--- src/rtl/alu_exec_pkg.sv ---
// Shared definitions for the ALU execute controller: FSM states, opcodes and
// instruction field positions.
package alu_exec_pkg;

   localparam int DATA_W = 16;
   localparam int RIDX_W = 3;

   typedef enum logic [2:0] {
      S_IDLE      = 3'd0,
      S_FETCH     = 3'd1,
      S_DECODE    = 3'd2,
      S_EXECUTE   = 3'd3,
      S_WRITEBACK = 3'd4,
      S_HALTED    = 3'd5
   } state_e;

   localparam logic [3:0] OP_ADD  = 4'd0;
   localparam logic [3:0] OP_SUB  = 4'd1;
   localparam logic [3:0] OP_MUL  = 4'd2;
   localparam logic [3:0] OP_DIV  = 4'd3;
   localparam logic [3:0] OP_MOD  = 4'd4;
   localparam logic [3:0] OP_AND  = 4'd5;
   localparam logic [3:0] OP_OR   = 4'd6;
   localparam logic [3:0] OP_XOR  = 4'd7;
   localparam logic [3:0] OP_CLR  = 4'd8;
   localparam logic [3:0] OP_SHL  = 4'd9;
   localparam logic [3:0] OP_SHR  = 4'd10;
   localparam logic [3:0] OP_NOT  = 4'd11;
   localparam logic [3:0] OP_LDI  = 4'd12;
   localparam logic [3:0] OP_NOP  = 4'd13;
   localparam logic [3:0] OP_ILL  = 4'd14;
   localparam logic [3:0] OP_HALT = 4'd15;

   localparam int OPC_HI = 15;
   localparam int OPC_LO = 12;
   localparam int RD_HI  = 11;
   localparam int RD_LO  = 9;
   localparam int RS1_HI = 8;
   localparam int RS1_LO = 6;
   localparam int RS2_HI = 5;
   localparam int RS2_LO = 3;
   localparam int IMM_HI = 8;
   localparam int IMM_LO = 0;

   function automatic logic is_alu_op(input logic [3:0] op);
      return op <= OP_NOT;
   endfunction

endpackage

--- src/rtl/alu_exec_ctrl_reg_file.sv ---
// 8x16 register file: two operand read ports, one debug read port and a single
// synchronous write port, cleared by the asynchronous reset.
module reg_file
   import alu_exec_pkg::*;
#(
   parameter int NREG = 8
) (
   input  logic              clk,
   input  logic              rst_n,
   input  logic              we_i,
   input  logic [RIDX_W-1:0] waddr_i,
   input  logic [DATA_W-1:0] wdata_i,
   input  logic [RIDX_W-1:0] raddr1_i,
   input  logic [RIDX_W-1:0] raddr2_i,
   input  logic [RIDX_W-1:0] dbg_addr_i,
   output logic [DATA_W-1:0] rdata1_o,
   output logic [DATA_W-1:0] rdata2_o,
   output logic [DATA_W-1:0] dbg_data_o
);

   logic [NREG-1:0][DATA_W-1:0] regs_q;

   always_ff @(posedge clk or negedge rst_n) begin
      if (!rst_n) begin
         regs_q <= '0;
      end else if (we_i) begin
         regs_q[waddr_i] <= wdata_i;
      end
   end

   // No write bypass: a read in the write cycle returns the old value.
   assign rdata1_o   = regs_q[raddr1_i];
   assign rdata2_o   = regs_q[raddr2_i];
   assign dbg_data_o = regs_q[dbg_addr_i];

endmodule

--- src/rtl/alu_exec_ctrl.sv ---
// Multi-cycle fetch/decode/execute/writeback controller around the 16-bit ALU.
// Optional RETIRE_CNT_EN adds a saturating retire_cnt output.
module alu_exec_ctrl
   import alu_exec_pkg::*;
#(
   parameter int PC_W = 8,
   parameter int NREG = 8
) (
   input  logic              clk,
   input  logic              rst_n,
   input  logic              start,
   output logic              imem_req,
   output logic [PC_W-1:0]   imem_addr,
   input  logic              imem_ready,
   input  logic [DATA_W-1:0] imem_rdata,
   output logic [3:0]        alu_op,
   output logic [DATA_W-1:0] alu_in1,
   output logic [DATA_W-1:0] alu_in2,
   input  logic [DATA_W-1:0] alu_z,
   output logic              busy,
   output logic              halted,
   output logic              err_illegal,
   output logic              err_div0,
   input  logic [RIDX_W-1:0] dbg_rd_addr,
   output logic [DATA_W-1:0] dbg_rd_data
`ifdef RETIRE_CNT_EN
   ,
   output logic [15:0]       retire_cnt
`endif
);

   state_e            state_q, state_d;
   logic [PC_W-1:0]   pc_q, pc_d;
   logic [DATA_W-1:0] ir_q, ir_d;
   logic [DATA_W-1:0] res_q, res_d;
   logic              wsup_q, wsup_d;
   logic [3:0]        alu_op_q, alu_op_d;
   logic [DATA_W-1:0] in1_q, in1_d;
   logic [DATA_W-1:0] in2_q, in2_d;
   logic              ill_q, ill_d;
   logic              dz_q, dz_d;

   logic              rf_we;
   logic [DATA_W-1:0] rf_wdata;
   logic [DATA_W-1:0] rs1_data, rs2_data;
   logic [3:0]        opc;
   logic              div_like;

   assign opc      = ir_q[OPC_HI:OPC_LO];
   assign div_like = (alu_op_q == OP_DIV) || (alu_op_q == OP_MOD);

   reg_file #(.NREG(NREG)) u_rf (
      .clk        (clk),
      .rst_n      (rst_n),
      .we_i       (rf_we),
      .waddr_i    (ir_q[RD_HI:RD_LO]),
      .wdata_i    (rf_wdata),
      .raddr1_i   (ir_q[RS1_HI:RS1_LO]),
      .raddr2_i   (ir_q[RS2_HI:RS2_LO]),
      .dbg_addr_i (dbg_rd_addr),
      .rdata1_o   (rs1_data),
      .rdata2_o   (rs2_data),
      .dbg_data_o (dbg_rd_data)
   );

   always_comb begin
      state_d  = state_q;
      pc_d     = pc_q;
      ir_d     = ir_q;
      res_d    = res_q;
      wsup_d   = wsup_q;
      alu_op_d = alu_op_q;
      in1_d    = in1_q;
      in2_d    = in2_q;
      ill_d    = ill_q;
      dz_d     = dz_q;
      rf_we    = 1'b0;
      rf_wdata = res_q;
      case (state_q)
         S_IDLE, S_HALTED: begin
            if (start) begin
               pc_d    = '0;
               state_d = S_FETCH;
            end
         end
         S_FETCH: begin
            if (imem_ready) begin
               ir_d    = imem_rdata;
               state_d = S_DECODE;
            end
         end
         S_DECODE: begin
            if (is_alu_op(opc)) begin
               alu_op_d = opc;
               in1_d    = rs1_data;
               in2_d    = rs2_data;
               state_d  = S_EXECUTE;
            end else if (opc == OP_LDI || opc == OP_NOP) begin
               state_d = S_WRITEBACK;
            end else if (opc == OP_HALT) begin
               state_d = S_HALTED;
            end else begin
               ill_d   = 1'b1;
               state_d = S_HALTED;
            end
         end
         S_EXECUTE: begin
            // CLR is defined to produce zero regardless of what the ALU returns.
            res_d  = (alu_op_q == OP_CLR) ? '0 : alu_z;
            wsup_d = div_like && (in2_q == '0);
            if (div_like && (in2_q == '0)) dz_d = 1'b1;
            state_d = S_WRITEBACK;
         end
         S_WRITEBACK: begin
            if (opc == OP_LDI) begin
               rf_we    = 1'b1;
               rf_wdata = {{(DATA_W-IMM_HI-1){1'b0}}, ir_q[IMM_HI:IMM_LO]};
            end else if (is_alu_op(opc) && !wsup_q) begin
               rf_we    = 1'b1;
               rf_wdata = res_q;
            end
            pc_d    = pc_q + PC_W'(1);
            state_d = S_FETCH;
         end
         default: state_d = S_IDLE;
      endcase
   end

   always_ff @(posedge clk or negedge rst_n) begin
      if (!rst_n) begin
         state_q  <= S_IDLE;
         pc_q     <= '0;
         ir_q     <= '0;
         res_q    <= '0;
         wsup_q   <= 1'b0;
         alu_op_q <= '0;
         in1_q    <= '0;
         in2_q    <= '0;
         ill_q    <= 1'b0;
         dz_q     <= 1'b0;
      end else begin
         state_q  <= state_d;
         pc_q     <= pc_d;
         ir_q     <= ir_d;
         res_q    <= res_d;
         wsup_q   <= wsup_d;
         alu_op_q <= alu_op_d;
         in1_q    <= in1_d;
         in2_q    <= in2_d;
         ill_q    <= ill_d;
         dz_q     <= dz_d;
      end
   end

`ifdef RETIRE_CNT_EN
   logic [15:0] retire_q;

   always_ff @(posedge clk or negedge rst_n) begin
      if (!rst_n) begin
         retire_q <= '0;
      end else if (state_q == S_WRITEBACK && retire_q != 16'hFFFF) begin
         retire_q <= retire_q + 16'd1;
      end
   end

   assign retire_cnt = retire_q;
`endif

   assign imem_req    = (state_q == S_FETCH);
   assign imem_addr   = pc_q;
   assign alu_op      = alu_op_q;
   assign alu_in1     = in1_q;
   assign alu_in2     = in2_q;
   assign busy        = (state_q != S_IDLE) && (state_q != S_HALTED);
   assign halted      = (state_q == S_HALTED);
   assign err_illegal = ill_q;
   assign err_div0    = dz_q;

endmodule

--- config.mk ---
export PLATFORM = sky130hd
export DESIGN_NAME = alu_exec_ctrl
export DESIGN_NICKNAME = d
export VERILOG_FILES = /design/src/rtl/alu_exec_pkg.sv /design/src/rtl/alu_exec_ctrl_reg_file.sv /design/src/rtl/alu_exec_ctrl.sv
export SDC_FILE = /design/constraint.sdc
export NUM_CORES = 1
export LEC_CHECK = 0
export CAP_MARGIN = 0
export CORE_MARGIN = 2
export CORE_UTILIZATION = 45
export CTS_BUF_LIST = sky130_fd_sc_hd__clkbuf_8
export DETAILED_ROUTE_END_ITERATION = 7
export GPL_ROUTABILITY_DRIVEN = 0
export GPL_TIMING_DRIVEN = 0
export HOLD_SLACK_MARGIN = 0.05
export PLACE_DENSITY = 0.66
export SLEW_MARGIN = 20
export SYNTH_ARGS = -nofsm -noshare
export SYNTH_HDL_FRONTEND = slang
export SYNTH_HIERARCHICAL = 1
export SYNTH_SLANG_ARGS = --single-unit
--- constraint.sdc ---
create_clock -name clk -period 3.4 [get_ports clk]
set_input_delay 0.68 -clock clk [delete_from_list [all_inputs] [get_ports clk]]
set_output_delay 0.68 -clock clk [all_outputs]
set_load 0.005 [all_outputs]
# Word level (Yosys, flattened, before mapping)
# Index checks and enable logic that the tools add are counted.
# Widths: inputs -> output; s select.
dict set report classes {
  n_addsub 1
  n_lt_le_gt_ge 6
  eq_ne 14
  mux 22
  n_bitwise 3
  reduce_logical 18
}
# op count
set op_table {}
lappend op_table {{$bmux 16 s3} 3}
lappend op_table {{$bwmux 128} 1}
lappend op_table {{$mux 16} 7}
lappend op_table {{$demux 16 s3} 1}
lappend op_table {{$eq 4x4->1 const B} 4}
lappend op_table {{$logic_not 16->1} 1}
lappend op_table {{$lt 3x4->1 const B} 4}
lappend op_table {{$pmux 8 s2} 1}
lappend op_table {{$pmux 3 s5} 1}
lappend op_table {{$reduce_and 2->1} 5}
lappend op_table {{$mux 3} 3}
lappend op_table {{$add 8x1->8 const B} 1}
lappend op_table {{$mux 8} 1}
lappend op_table {{$eq 3x2->1 const B} 2}
lappend op_table {{$eq 3x3->1 const B} 2}
lappend op_table {{$eq 4x2->1 const B} 1}
lappend op_table {{$eq 4x3->1 const B} 1}
lappend op_table {{$le 4x4->1 const B} 1}
lappend op_table {{$logic_and 1x1->1} 4}
lappend op_table {{$mux 1} 4}
lappend op_table {{$reduce_and 4->1} 1}
lappend op_table {{$eq 3x1->1 const B} 1}
lappend op_table {{$ge 3x1->1 const B} 1}
lappend op_table {{$logic_not 3->1} 1}
lappend op_table {{9 further kinds} 12}
dict set report word_totals {
  register_bits 210
  input_bits 39
  output_inout_bits 65
}

# Longest topological paths before layout
# Gate-level depths: netlist of the first run.
dict set report logic_depth {
  depth_word 5
  ltp_mapped 8
}

# Modules after synthesis
# Netlist of the first run, hierarchy kept.
# mod instances cells_per_inst area_each_um2 seq_area_each_um2
set modules_own_cells {}
lappend modules_own_cells {reg_file 1 450 8075.2 3203.1}
lappend modules_own_cells {alu_exec_ctrl 1 260 3507.1 2052.0}

# Worst setup path after synthesis of the first run
# OpenSTA, ideal clock, no wires.
dict set report synth_path {
  kind {input to output}
  from {in dbg_rd_addr[0]}
  to {out dbg_rd_data[1]}
  arrival_ps 1731
  required_ps 2720
  path_slack_ps 989
  stages 4
  n_path_buf 2
  path_cell_list {buf_6 buf_6 mux4_1 mux2_2}
}
dict set report synth_via {
  elab_chain_len 2
}
# item line_no
set synth_lines {}
lappend synth_lines {{from (decl)} alu_exec_ctrl.sv:24} ;# input logic [RIDX_W-1:0] dbg_rd_addr,
lappend synth_lines {{$bmux 16 s3} alu_exec_ctrl_reg_file.sv:34} ;# assign dbg_data_o = regs_q[dbg_addr_i];
lappend synth_lines {{$mux 16 (not written as such)} alu_exec_ctrl_reg_file.sv:34}
lappend synth_lines {{to (decl)} alu_exec_ctrl.sv:25} ;# output logic [DATA_W-1:0] dbg_rd_data
# No other way between the ends. The select of a mux whose other input is x is not followed.

# Worst setup path after layout of the first run
dict set report layout_path {
  from {in dbg_rd_addr[2]}
  to {out dbg_rd_data[6]}
}
# The elaborated chain is that of the path after synthesis.

==> results of run 1 <==
==> cells in the final DEF, fill, tap and decap left out, drive strengths merged, types with 2 or more instances in the layout <==
master | netlist | final
nor4b | 2 | 2
dfrtp | 210 | 210
mux4 | 96 | 96
nor4bb | 3 | 3
nand3 | 2 | 2
nand4 | 3 | 3
a21boi | 2 | 2
a22o | 17 | 17
nand2 | 7 | 7
nand3b | 2 | 2
nor3 | 3 | 3
inv | 4 | 18
clkbuf | 11 | 62
o22a | 2 | 2
nor2 | 6 | 6
a31oi | 2 | 2
or3b | 2 | 2
clkinv | 0 | 6
mux2 | 235 | 235
nand4b | 4 | 4
and3b | 2 | 2
nor4 | 3 | 3
a21oi | 4 | 4
o21bai | 2 | 2
buf | 45 | 50
o21ai | 7 | 7
nand2b | 4 | 4
mux2i | 2 | 2
nor3b | 4 | 4
clkdlybuf4s50 | 0 | 100
nor2b | 2 | 2
and2 | 8 | 8
==> metal layers <==
| metal | vias to the layer above | global-route usage (%) | wire length [um] |
|---|---|---|---|
| li1 | 3167 | - | - |
| met1 | 3957 | 33.24 | 13750 |
| met2 | 322 | 40.22 | 15870 |
| met3 | 82 | 4.294 | 2096 |
| met4 | 0 | 10.28 | 1160 |
| met5 | - | 0 | 0 |
==> repair_timing <==
item                                    in CTS  in global routing
endpoints found under the setup margin      16                  1
endpoints found under the hold margin        0                  0
setup buffers                                0                  2
resized for setup                            6                  0
==> cell type report <==
class | instances | area, um2 | share of cell area, %
plain buffers | 56 | 381.6 | 2.743
clock buffers | 51 | 701.9 | 5.045
clock inverters | 21 | 117.6 | 0.8454
inverters | 4 | 15.01 | 0.1079
multi-input cells | 440 | 5942 | 42.71
flip-flops and latches | 210 | 5255 | 37.77
well taps | 330 | 412.9 | 2.968
repair buffers | 105 | 1086 | 7.806
==> per-stage QoR <==
| stage | std cells | setup TNS (ns) | instance area [um2] | utilization (%) | power (mW) |
|---|---|---|---|---|---|
| 6_report | 1217 | 0 | 13910 | 55.09 | 11.12 |
| 5_1_grt | 1217 | 0 | 13910 | 55.09 | 11.67 |
| 4_1_cts | 1215 | 0 | 13900 | 55.03 | 11.16 |
| 3_5_place_dp | 1143 | -6.117 | 13070 | 51.74 | 8.589 |
| 3_3_place_gp | 1141 | -1448.56 | 13010 | 51.50 | 8.415 |
| 2_1_floorplan | 710 | 0 | 11580 | - | 6.600 |
==> logic make-up after synthesis <==
kind of cell	share of synthesized area, %
muxes	44.51
DFF	45.37
and+or+nand+nor	3.867
buffers and inverters	3.327
AOI/OAI and AO/OA	2.744
xor gates and xnor gates	0.07563
adders and majority gates	0.1080
==> power by group through the flow <==
stage	Sequential [mW]	Combinational [mW]	Clock, mW
CTS	4.02	4.57	2.57
global route	4.14	4.83	2.70
finish	4.04	4.57	2.51
detailed placement	4.05	4.54	0
floorplan	3.79	2.81	0
global placement	3.98	4.44	0
==> worst max-delay path: stages <==
cell	delay [ns]
clkdlybuf4s50_1	0.61
buf_4	0.31
mux4_1	0.32
mux2_2	0.32
clkdlybuf4s50_1	0.46
==> registers in the layout (all words and copies together) (netlist names) <==
name	cells
alu_in1	16
res_q	16
alu_in2	16
alu_op	4
wsup_q	1
imem_addr	8
err_div0	1
u_rf/regs_q	128
err_illegal	1
state_q	3
ir_q	16
==> final timing paths <==
kind / from / endpoint / slack (ns) / cells after the start
setup / recovery: dbg_rd_addr[2] / dbg_rd_data[6] / 0.02 / 5
hold / removal: rst_n / ir_q[11] / 0.08 / 1
setup reg to reg: state_q[2] / u_rf/regs_q[45] / 0.17 / 8
hold reg to reg: err_illegal / err_illegal / 0.48 / 1
max in group asynchronous: rst_n / u_rf/regs_q[12] / 2.15 / 3
min in group clk: err_illegal / err_illegal / 0.48 / 1
==> qor.txt, run 1 <==
run status: completed
switching power as a share of total power: 35.03%
Diodes inserted: 0
Setup-failing EPs final: 0
count of yosys warnings during synthesis: 6
prevailing post-synth register cell: dfrtp_1
maximum buffer depth of the clock tree: 3
LEAKAGE: 6.727 nW
TritonCTS clock tree: done
number of maximum-capacitance violations: 0
final worst slack: 0.02301 ns
area of the core region: 0.02525 mm2
register bit total from synthesis: 210
remaining global-route overflow: 0
maximum clock frequency: 296.1 MHz
total power per unit cell area: 799.1 mW/mm2
Clock transition at path regs: 0.06 ns
post-layout minimum cycle time: 3.377 ns
P_int: 7.223 mW
type of origin of the critical path: primary input
clock latency at the later pin of the worst-skew pair: 0.55 ns
pin count of the biggest net entering global routing: 76
remaining number of nets flagged by the antenna check after routing: 0
number of flops mapped to enable cells by yosys: 0
synth cell count leaders: 232 x mux2_2, 210 x dfrtp_1, 84 x mux4_1, 17 x a22o_1, 16 x buf_6
initial antenna violation count: 0
sinks on the clock net: 210
mean instance size in the synthesized netlist: 16.31 um2
path class of the lowest-slack min-delay path: primary input to async pin
area growth from synthesis to layout: 20.11%
clock root cell: clkbuf_8
crit path kind: primary input to output pin
sequential fraction of the synthesis area: 45.37%
final hold slack: 0.07778 ns
total wire length after detailed routing: 32870 um
Clk pwr share: 22.6%
sequential power share: 36.3%
number of distinct library cells after synthesis: 55
number of nets in the layout: 897
Final HPWL DP: 21730 um
net switching power: 3.894 mW
worst slew margin relative to its limit: 33.99%
count of hold-fix buffers inserted at cts: 0
# rows: 58
Worst Clk Skew: 0.02648 ns
Via-to-Cell Ratio: 6.186
Final Hold Viols: 0
cell type with the largest total area after synthesis: dfrtp_1
vias in the first global route: 7863
proportion of synthesized flip-flops having asynchronous set or reset: 100.0%
I/O pins: 104
arrival time worst endpoint: 2.70 ns
Crit path required time: 2.72 ns
peak supply drop: 0.4245 mV
H-tree levels: 2
via count: 7528
die area: 0.02704 mm2
Synth Cell Area: 0.01158 mm2
Remaining DRCs: 0
post-synth top area share: 45.37%
Comb pwr share: 41.1%
starting density of the core: 45.86%
average wire per cell in the routed design: 27.01 um
Worst Tran Pin Value: 0.9901 ns
count of port buffers added during placement: 101
endpoint class of the critical path: output pin
share of cells above drive strength 1: 40.81%
Inserted Clock Buffers: 40
global-route wire length before repair: 49110 um
final number of max-transition violations: 0
CP Max Fanout: 10
leading cell type by number of instances after synthesis: mux2_2
overall routing resource usage: 24.79%
detailed-routing iteration count for the pre-antenna-repair pass: 5
worst slack at placement: -0.4274 ns
die extent in x: 164.4 um
fill count: 2022
setup repair after global routing missed its margin: false
part of the cycle the worst path needs: 99.32%
y dimension of the die: 164.4 um
number of standard cells after synthesis: 710
number of nets in the synthesized netlist: 750
DRC violation total after the first TritonRoute iteration: 545
synth top area cells: dfrtp_1 45%, mux2_2 23%, mux4_1 19%, mux4_2 2.3%, buf_6 1.6%
No activity file was read; power rests on OpenSTA's default activity.
==> inputs of run 2 (changes only) <==
--- a/config.mk
+++ b/config.mk
@@ -5,6 +5,7 @@
 export SDC_FILE = /design/constraint.sdc
 export NUM_CORES = 1
 export LEC_CHECK = 0
+export ABC_AREA = 1
 export CAP_MARGIN = 0
 export CORE_MARGIN = 2
 export CORE_UTILIZATION = 45
@@ -13,7 +14,7 @@
 export GPL_ROUTABILITY_DRIVEN = 0
 export GPL_TIMING_DRIVEN = 0
 export HOLD_SLACK_MARGIN = 0.05
-export PLACE_DENSITY = 0.66
+export PLACE_DENSITY = 0.65
 export SLEW_MARGIN = 20
 export SYNTH_ARGS = -nofsm -noshare
 export SYNTH_HDL_FRONTEND = slang
==> qor.txt, run 2 <==
run status: completed
Clock transition at path regs: 0.06 ns
maximum clock frequency: 295.4 MHz
Final Hold Viols: 0
part of the cycle the worst path needs: 99.58%
instance area after placement: 0.01390 mm2
count of port buffers added during placement: 100
total power per unit cell area: 883.0 mW/mm2
LEAKAGE: 8.187 nW
remaining number of nets flagged by the antenna check after routing: 0
Worst Clk Skew: 0.01632 ns
cell type with the largest total area after synthesis: dfrtp_1
Inserted Clock Buffers: 38
clock root cell: clkbuf_8
number of flops mapped to enable cells by yosys: 0
remaining global-route overflow: 0
crit path kind: primary input to output pin
synth top area cells: dfrtp_1 42%, nand2_1 29%, nand3_1 9.6%, o21ai_0 6.0%, inv_1 5.5%
sinks on the clock net: 210
number of distinct library cells after synthesis: 25
overall power of the completed layout: 13.01 mW
area of the core region: 0.02703 mm2
peak supply drop: 0.3931 mV
share of cells above drive strength 1: 7.927%
Final HPWL DP: 33270 um
Worst Tran Pin Value: 0.7426 ns
Diodes inserted: 0
number of buffers inserted by post-CTS setup repair: 0
path class of the lowest-slack min-delay path: flip-flop to flip-flop
maximum buffer depth of the clock tree: 3
number of maximum-capacitance violations: 0
prevailing post-synth register cell: dfrtp_1
Synth Cell Area: 0.01241 mm2
Setup-failing EPs final: 0
clock latency at the later pin of the worst-skew pair: 0.55 ns
post-synth top area share: 42.35%
starting density of the core: 45.91%
delay of the slowest cell on the worst path: 0.56 ns
switching power as a share of total power: 47.48%
synth cell count leaders: 963 x nand2_1, 237 x nand3_1, 210 x dfrtp_1, 182 x inv_1, 149 x o21ai_0
arrival time worst endpoint: 2.71 ns
area growth from synthesis to layout: 18.79%
net switching power: 6.179 mW
final worst slack: 0.01437 ns
detailed-routing iteration count for the pre-antenna-repair pass: 6
Comb pwr share: 51.1%
P_int: 6.835 mW
total wire length after detailed routing: 45860 um
vias in the first global route: 12590
worst slew margin relative to its limit: 50.49%
CP Max Fanout: 10
H-tree levels: 2
Worst path slowest cell: clkdlybuf4s50_1
fill count: 2753
setup repair after global routing missed its margin: false
die extent in x: 170.1 um
leading cell type in the layout, fill and taps excluded: nand2_1
Biggest register: u_rf/regs_q
endpoint class of the critical path: output pin
post-layout minimum cycle time: 3.386 ns
initial antenna violation count: 0
DRC violation total after the first TritonRoute iteration: 1747
number of standard cells after synthesis: 1921
Top cell by count, worst path: nand2_1
# rows: 60
worst slack at placement: -0.1305 ns
ordered list of cells on the worst path: clkdlybuf4s50_1 > inv_2 > clkbuf_2 > nand2_1 > nand3_1 > nand2_1 > nand2_1 > nand2_1 > clkdlybuf4s50_1
overall routing resource usage: 32.09%
y dimension of the die: 170.1 um
number of nets in the synthesized netlist: 1961
number of nets in the layout: 2104
TritonCTS clock tree: done
Remaining DRCs: 0
leading cell type by number of instances after synthesis: nand2_1
die area: 0.02892 mm2
via count: 13300
Crit path required time: 2.72 ns
register bit total from synthesis: 210
Largest register FFs: 128
final number of max-transition violations: 0
Via-to-Cell Ratio: 5.462
mean instance size in the synthesized netlist: 6.459 um2
setup total negative slack: 0 ns
I/O pins: 104
sequential fraction of the synthesis area: 42.35%
design area: 0.01474 mm2
utilization of the core after routing: 54.54%
sequential power share: 29.4%
global-route wire length before repair: 70640 um
commonest cells after routing, fill and taps aside: 963 x nand2_1, 237 x nand3_1, 210 x dfrtp_1, 193 x inv_1, 149 x o21ai_0
pin count of the biggest net entering global routing: 91
proportion of synthesized flip-flops having asynchronous set or reset: 100.0%
average wire per cell in the routed design: 18.83 um
type of origin of the critical path: primary input
Clk pwr share: 19.5%
count of yosys warnings during synthesis: 6
-- run 2: worst paths after layout --
path	cells after the start	end	from	slack, ns
min in group asynchronous	2	u_rf/regs_q[21]	rst_n	0.63
max in group asynchronous	3	u_rf/regs_q[65]	rst_n	1.92
min	1	err_div0	err_div0	0.47
max reg2reg	11	u_rf/regs_q[26]	ir_q[14]	0.54
min reg2reg	1	err_div0	err_div0	0.47
max	9	dbg_rd_data[14]	dbg_rd_addr[0]	0.01
-- run 2: layout make-up --
| cell class | count | area [um2] | share of cell area, % |
|---|---|---|---|
| multi-input cells | 1412 | 5902 | 40.04 |
| flip-flops and latches | 210 | 5255 | 35.65 |
| repair buffers | 103 | 1071 | 7.267 |
| inverters | 191 | 719.4 | 4.881 |
| clock buffers | 51 | 701.9 | 4.762 |
| plain buffers | 108 | 548.0 | 3.718 |
| well taps | 341 | 426.7 | 2.895 |
| clock inverters | 19 | 115.1 | 0.7810 |
-- run 2: repair_timing --
| action | in CTS | in global routing |
|---|---|---|
| endpoints found under the setup margin | 15 | 15 |
| resized for setup | 5 | 7 |
| endpoints found under the hold margin | 1 | 0 |
| hold buffers | 1 | 0 |
-- run 2: power by group through the flow --
stage          logic, mW  clock network [mW]  registers [mW]
2_1_floorplan       4.04                   0            3.74
3_3_place_gp        6.33                   0            3.84
3_5_place_dp        6.45                   0            3.85
4_1_cts             6.48                2.58            3.82
5_1_grt             7.32                2.70            3.92
6_report            6.65                2.54            3.83
-- run 2: logic make-up (layout without fill, tap and decap cells) --
kind of cell | count (synthesis) | after routing | synth area share [%]
buffers and inverters | 299 | 472 | 10.08
adder cells (fa/ha/maj) | 1 | 1 | 0.1008
AO/OA/AOI/OAI | 159 | 159 | 6.474
AND/OR/NAND/NOR | 1252 | 1252 | 40.99
flip-flops | 210 | 210 | 42.35
-- run 2: worst max-delay path, delay by kind of cell --
family | cells | cell delay (ns)
and+or+nand+nor | 5 | 0.52
buffers and inverters | 4 | 1.50
-- run 2: routing by layer --
metal  wire (um)  up-vias  track usage (%)  share of wire, %
met5           0        -                0                 0
met4        3072        0            19.06               6.7
met3        4956      177            7.023                11
met2       19320      774            47.53                42
met1       18510     6132            43.11                40
li1            -     6217                -                 -
-- run 2: per-stage QoR --
stage / hold WS [ns] / cells
2_1_floorplan: 0.3844 / 1921
3_3_place_gp: 0.4571 / 2362
3_5_place_dp: 0.4603 / 2364
4_1_cts: 0.4744 / 2435
5_1_grt: 0.4922 / 2435
6_report: 0.4735 / 2435
